<file path="src/rtl/bitlogic_pipe.sv">
// bitlogic_pipe: two-stage pipelined bitwise unit (AND/OR/XOR/NOT a) with
// valid/ready handshakes on both sides and Hack-ALU style zr/ng flags.
//
// Optional feature: define BITLOGIC_ACC_EN to add a sticky-OR accumulator of
// every retired result (ports acc_clr, acc_q).
//
// Ports:
//   clk, rst_n        clock (rising edge), asynchronous active-low reset
//   in_valid/in_ready input handshake; in_ready is combinational
//   a, b, op          operands and opcode (00 AND, 01 OR, 10 XOR, 11 NOT a)
//   out_valid/out_ready output handshake
//   y, zr, ng         registered result and flags
//   acc_clr, acc_q    (BITLOGIC_ACC_EN only) sync clear / accumulated OR
module bitlogic_pipe #(
    parameter int unsigned WIDTH = 16
) (
    input  logic             clk,
    input  logic             rst_n,
    input  logic             in_valid,
    output logic             in_ready,
    input  logic [WIDTH-1:0] a,
    input  logic [WIDTH-1:0] b,
    input  logic [1:0]       op,
    output logic             out_valid,
    input  logic             out_ready,
    output logic [WIDTH-1:0] y,
    output logic             zr,
    output logic             ng
`ifdef BITLOGIC_ACC_EN
    ,
    input  logic             acc_clr,
    output logic [WIDTH-1:0] acc_q
`endif
);

    localparam int unsigned OP_W = 2;

    logic             r_s1_valid;
    logic [WIDTH-1:0] r_s1_a;
    logic [WIDTH-1:0] r_s1_b;
    logic [OP_W-1:0]  r_s1_op;
    logic             r_s2_valid;
    logic [WIDTH-1:0] r_y;
    logic             r_zr;
    logic             r_ng;

    logic             w_s2_adv;
    logic             w_s1_load;
    logic             w_in_ready;
    logic [WIDTH-1:0] w_result;

    // Handshake: S2 frees when empty or being popped; S1 frees when empty or advancing.
    assign w_s2_adv   = r_s1_valid & (~r_s2_valid | out_ready);
    assign w_in_ready = ~r_s1_valid | w_s2_adv;
    assign w_s1_load  = in_valid & w_in_ready;

    // Bitwise function evaluated on the S1 operands.
    always_comb begin
        w_result = '0;
        unique case (r_s1_op)
            2'b00:   w_result = r_s1_a & r_s1_b;
            2'b01:   w_result = r_s1_a | r_s1_b;
            2'b10:   w_result = r_s1_a ^ r_s1_b;
            default: w_result = ~r_s1_a;
        endcase
    end

    // Stage 1: operand register.
    always_ff @(posedge clk or negedge rst_n) begin
        if (!rst_n) begin
            r_s1_valid <= 1'b0;
            r_s1_a     <= '0;
            r_s1_b     <= '0;
            r_s1_op    <= '0;
        end else begin
            r_s1_valid <= w_s1_load | (r_s1_valid & ~w_s2_adv);
            if (w_s1_load) begin
                r_s1_a  <= a;
                r_s1_b  <= b;
                r_s1_op <= op;
            end
        end
    end

    // Stage 2: result register with flags derived from the same value.
    always_ff @(posedge clk or negedge rst_n) begin
        if (!rst_n) begin
            r_s2_valid <= 1'b0;
            r_y        <= '0;
            r_zr       <= 1'b0;
            r_ng       <= 1'b0;
        end else begin
            r_s2_valid <= w_s2_adv | (r_s2_valid & ~out_ready);
            if (w_s2_adv) begin
                r_y  <= w_result;
                r_zr <= ~|w_result;
                r_ng <= w_result[WIDTH-1];
            end
        end
    end

    assign in_ready  = w_in_ready;
    assign out_valid = r_s2_valid;
    assign y         = r_y;
    assign zr        = r_zr;
    assign ng        = r_ng;

`ifdef BITLOGIC_ACC_EN
    logic [WIDTH-1:0] r_acc;
    logic             w_retire;

    assign w_retire = r_s2_valid & out_ready;

    // Sticky OR of retired results; clear wins over a same-cycle retire.
    always_ff @(posedge clk or negedge rst_n) begin
        if (!rst_n) begin
            r_acc <= '0;
        end else if (acc_clr) begin
            r_acc <= '0;
        end else if (w_retire) begin
            r_acc <= r_acc | r_y;
        end
    end

    assign acc_q = r_acc;
`endif

endmodule

</file>
<file path="config.mk">
export PLATFORM = sky130hd
export DESIGN_NAME = bitlogic_pipe
export DESIGN_NICKNAME = d
export VERILOG_FILES = /design/src/rtl/bitlogic_pipe.sv
export SDC_FILE = /design/constraint.sdc
export NUM_CORES = 1
export LEC_CHECK = 0
export ABC_CLOCK_PERIOD_IN_PS = 2380
export BUFFER_PORTS_ARGS = -buffer_cell sky130_fd_sc_hd__clkbuf_2
export CAP_MARGIN = 25
export CELL_PAD_IN_SITES_DETAIL_PLACEMENT = 1
export CELL_PAD_IN_SITES_GLOBAL_PLACEMENT = 2
export CORE_MARGIN = 1.5
export CORE_UTILIZATION = 35
export DETAILED_ROUTE_END_ITERATION = 6
export GPL_TIMING_DRIVEN = 0
export PLACE_DENSITY_LB_ADDON = 0.12
export REMOVE_ABC_BUFFERS = 1
export SLEW_MARGIN = 5
export SYNTH_ARGS = -nofsm -noshare
export SYNTH_HDL_FRONTEND = slang
export SYNTH_SLANG_ARGS = --single-unit
</file>
<file path="constraint.sdc">
create_clock -name clk -period 2.38 [get_ports clk]
set_input_delay 0.119 -clock clk [delete_from_list [all_inputs] [get_ports clk]]
set_output_delay 0.119 -clock clk [all_outputs]
set_load 0.01 [all_outputs]
</file>
Word-level counts from Yosys, hierarchy flattened
Index checks and enable logic that the tools add are counted.
{ "totals": {"ff_bits": 54, "output_inout_bits": 20, "wordCells": 30} }
{ "classes": {"eq_ne": 2, "mux": 1, "n_bitwise": 16, "n_reduce_logical": 3} }
{ "ops": {"columns": ["cell", "count"], "rows": [
  ["16-bit case mux with 3 select lines", 1],
  ["16-bit bitwise AND", 1],
  ["16-bit inverter", 1],
  ["16-bit bitwise OR", 1],
  ["16-bit OR reduction", 1],
  ["16-bit XOR", 1],
  ["1-bit bitwise AND", 4],
  ["1-bit inverter", 4],
  ["1-bit bitwise OR", 4],
  ["2-bit by 1-bit == test with 1-bit output (second input constant)", 1],
  ["2-bit == test (second input constant)", 1],
  ["2-bit logical NOT", 1],
  ["1-bit logical NOT", 1]
]} }

Longest topological paths before layout
{ "depth": {"ltp_word": 6, "ltp_mapped": 7} }

Least setup slack after synthesis
OpenSTA, ideal clock, no wires.
{ "synth_path": {"path_kind": "register to register", "startpoint": "register r_s1_a[11]", "endpoint": "register r_zr, in the netlist zr", "setup_ps": 122, "t_arrival_ps": 1560, "path_slack_ps": 699, "path_stages_with_launch": 8, "n_path_buf": 0, "synth_period_minus_slack_ps": 1681, "cell_sequence": "dfrtp_1 -> inv_1 -> ha_1 -> inv_1 -> mux4_1 -> nand4_1 -> nor3_1 -> a32o_1"} }
{ "synth_between": {"elab_chain_cells": 4, "elab_cells_between_ends": 7, "cone_classes": "mux (1); bitwise (4); reduce/logical (2)"} }
{ "synth_rtl": {"columns": ["item", "line", "text"], "rows": [
  ["start, declared", "39", "logic [WIDTH-1:0] r_s1_a;"],
  ["start signal, assigned", "72", "r_s1_a <= '0;"],
  ["start signal, assigned", "78", "r_s1_a <= a;"],
  ["16-bit XOR, or another cell as far along", "63", "2'b10: w_result = r_s1_a ^ r_s1_b;"],
  ["16-bit case mux with 3 select lines *", "60", "unique case (r_s1_op)"],
  ["16-bit OR reduction *", "96", "r_zr <= ~|w_result;"],
  ["1-bit logical NOT *", "96", null],
  ["end signal, assigned", "96", null],
  ["end, declared", "44", "logic r_zr;"]
]} }
Mark *: on every way between the ends. The rest lies on a longest branch, timed or not.
A chain may end at the register's enable or synchronous reset.

Final worst setup path
{ "layout_path": {"startpoint": "register r_s1_op[0]", "endpoint": "register r_zr, in the netlist zr"} }
{ "layout_between": {"elab_chain_cells": 4, "elab_cells_between_ends": 6, "cone_classes": "eq/ne (2); mux (1); reduce/logical (3)"} }
{ "layout_rtl": {"columns": ["item", "line", "text"], "rows": [
  ["start, declared", "41", "logic [OP_W-1:0] r_s1_op;"],
  ["start signal, assigned", "80", "r_s1_op <= op;"],
  ["2-bit == test, or another cell as far along", "60", null],
  ["16-bit case mux with 3 select lines *", "60", null],
  ["16-bit OR reduction *", "96", null],
  ["1-bit logical NOT *", "96", null]
]} }
Marks and branches as above.

==> results_dict.tcl <==
set metrics [dict create \
    fin_cells 425 \
    grt_pass1_wl_microns 9720 \
    ff_latch_area_sq_um 1330 \
    dieWidth_microns 96.0 \
    start_kind "register" \
    grt_pass1_vias 1978 \
    grt_max_degree 54 \
    initialDrtViolationCount 23 \
    worstPathArrival_ns 2.25 \
    fin_nets 389 \
    cp-end-kind "register" \
    finClkSkew_ns 0.00475 \
    setup_viol 0 \
    status "finished, final reports clean" \
    syn2layout_area_growth_pct 18.1 \
    clkSinkCount 53 \
    cp_data_required_time_ns 2.58 \
    post-route-min-period_ns 2.05 \
    synth-adder-area-share_pct 13.2 \
    drc_errors 0 \
    cts_root_buf "clkbuf_8" \
    path_clk_slew_ns 0.10 \
    synth_top_area_share_pct 43.8 \
    final_layout_size_suffix_gt1_share_pct 35.3 \
    p_leak_nw 1.83 \
    synth.cells.most_frequent "dfrtp_1 (53), inv_1 (52), mux2_2 (38)" \
    path_buf_inv 1 \
    drv_slew 0 \
    synthCells 265 \
    synthArstFlopShare_pct 100 \
    drv_cap 0 \
    hold_path.class "primary input to register" \
    ys_ff_latch 53 \
    die_area_sq_um 9220 \
    globalplace.congestion 0.685 \
    p_per_area_nw_per_um2 770 \
    synthTopCellsByArea "dfrtp_1 (44%), mux2_2 (14%), ha_1 (13%), inv_1 (6.4%), mux4_1 (5.2%)" \
    drt_first_pass_iters 3 \
    critPathTopFamily "flip-flops" \
    synth_xor_area_share_pct 0 \
    rsz0062_at_grt "no" \
    cts.path.max_buffers 2 \
    die_h_microns 96.0 \
    synthFlopType "dfrtp_1" \
    synth_compound_area_share_pct 6.28 \
    core.rowCount 33 \
    synth_cell_types 28 \
    cts.htree.levels 2 \
    synth_area_leader_cell "dfrtp_1" \
    syn_avg_cell_area_sq_um 11.4 \
    core_area_sq_um 8300 \
    wl_per_cell_microns 13.8 \
    num_antenna_cells 0 \
    num-fill-cells 928 \
    worst_slew_pin_slew_ns 0.738 \
    synth-simple-area-share_pct 4.96 \
    dpl.cell_count 415 \
    max_freq_ghz 0.489 \
    dp_hpwl_microns 4180 \
    fin_area_sq_um 3580 \
    cts_made_buffers 5 \
    syn-cell-area_sq_um 3030 \
    postRouteAntennaNets 0 \
    hold_slack_ns 0.0321 \
    synth_top_family_by_area "multiplexers" \
    crit_path_max_fanout 21 \
    hold_violations 0 \
    synth_edf_count 0 \
    via_count 2011 \
    cp_slowest_cell "dfrtp_2" \
    start_util_pct 36.5 \
    path_class "register to register" \
    yosysWarningCount 0 \
    slowest_delay_ns 0.68 \
    path_cells "buf_8 -> mux4_1 -> nand4_1 -> nor4_1 -> a32o_1" \
    io_buffers 57 \
    grt.overflow.total 0 \
    grtUsageTotal_pct 14.1 \
    muxShareOfSynthArea_pct 22.3 \
    ios 58 \
    tritoncts "done" \
    timing.final.crit_share_pct 86.0 \
    vdd_drop_max_mv 0.242 \
    antenna_found_initial 0 \
    relSlewSlack_pct 50.8 \
    dpl-instance-area_sq_um 3400 \
    yosysSeqAreaShare_pct 43.8 \
    multi_input_area_sq_um 1420 \
    clock_latency_ns 0.31 \
    routed_wl_microns 5860 \
    viasPerCell 4.73 \
    yosysMostFrequentCell "dfrtp_1" \
]
==> metrics by stage <==
step                utilization, %  power (mW)  setup WS, ns  TNS [ns]
floorplan                        -        1.73         0.373         0
global placement              40.4        2.01       -0.0934   -0.0934
detailed placement            41.0        2.06        0.0362         0
CTS                           42.7        2.81        0.0176         0
global route                  43.1        2.97         0.226         0
finish                        43.1        2.75         0.334         0
==> cells in the final DEF (no fill, tap or decap), drive strengths merged, types with 2 or more instances in the layout <==
cell type,Yosys,layout
nand2b,3,3
a21oi,3,3
nor2,3,3
nand2,22,22
nand4,2,2
mux4,10,10
inv,52,52
clkbuf,1,62
o211ai,5,5
ha,32,32
o21ai,19,19
dfrtp,53,53
buf,13,3
mux2,38,38
bufinv,0,2
==> registers in the layout, summed over array words and instances, names as in the netlist <==
name,flops
y,16
r_s1_valid,1
r_s1_op,2
r_s1_a,16
r_s1_b,16
zr,1
out_valid,1
==> worst paths after layout <==
kind                       startpoint         end  slack, ns  depth (start not counted)
setup reg to reg           r_s1_op[0]          zr       0.33                          5
max in group asynchronous       rst_n  r_s1_op[0]       1.43                          2
setup / recovery           r_s1_op[0]          zr       0.33                          5
hold / removal                  b[15]  r_s1_b[15]       0.03                          2
min in group asynchronous       rst_n   r_s1_a[7]       0.43                          2
hold reg to reg                  y[3]        y[3]       0.50                          2
==> worst register-to-register path: stages, from the launching register on <==
cell and delay, ns:
dfrtp_2 0.68, buf_8 0.22, mux4_1 0.58, nand4_1 0.13, nor4_1 0.07, a32o_1 0.25
==> area by class of cell <==
class,count,area share (%)
clock buffers,5,1.92
clock inverters,3,1.82
inverters,52,5.46
multi-input cells,146,39.7
flip-flops and latches,53,37.2
well taps,105,3.67
repair buffers,61,10.3
==> report_power, final <==
group | switching [mW] | internal (mW) | leakage, nW
registers | 0.175 | 1.08 | 0.625
clock network | 0.309 | 0.418 | 0.0681
logic | 0.357 | 0.412 | 1.14
==> cells by family after synthesis <==
group / after synthesis
AND/OR/NAND/NOR: 34
buffers and inverters: 66
AO/OA/AOI/OAI: 32
flip-flops: 53
adder cells (fa/ha/maj): 32
multiplexers: 48
==> layer usage <==
layer | share of wire [%] | global-route usage [%] | vias up
li1 | - | - | 988
met1 | 47 | 18.4 | 982
met2 | 47 | 22.8 | 34
met3 | 4.6 | 3.79 | 7
met4 | 1.4 | 4.78 | 0
met5 | 0 | 0 | -
==> timing repair <==
item,CTS,global route
endpoints found under the setup margin,0,1
gates resized for setup,0,2
hold buffers,1,0
setup buffers,0,0
hold endpoints to repair,53,0
Power figures use the tool's default switching activity.
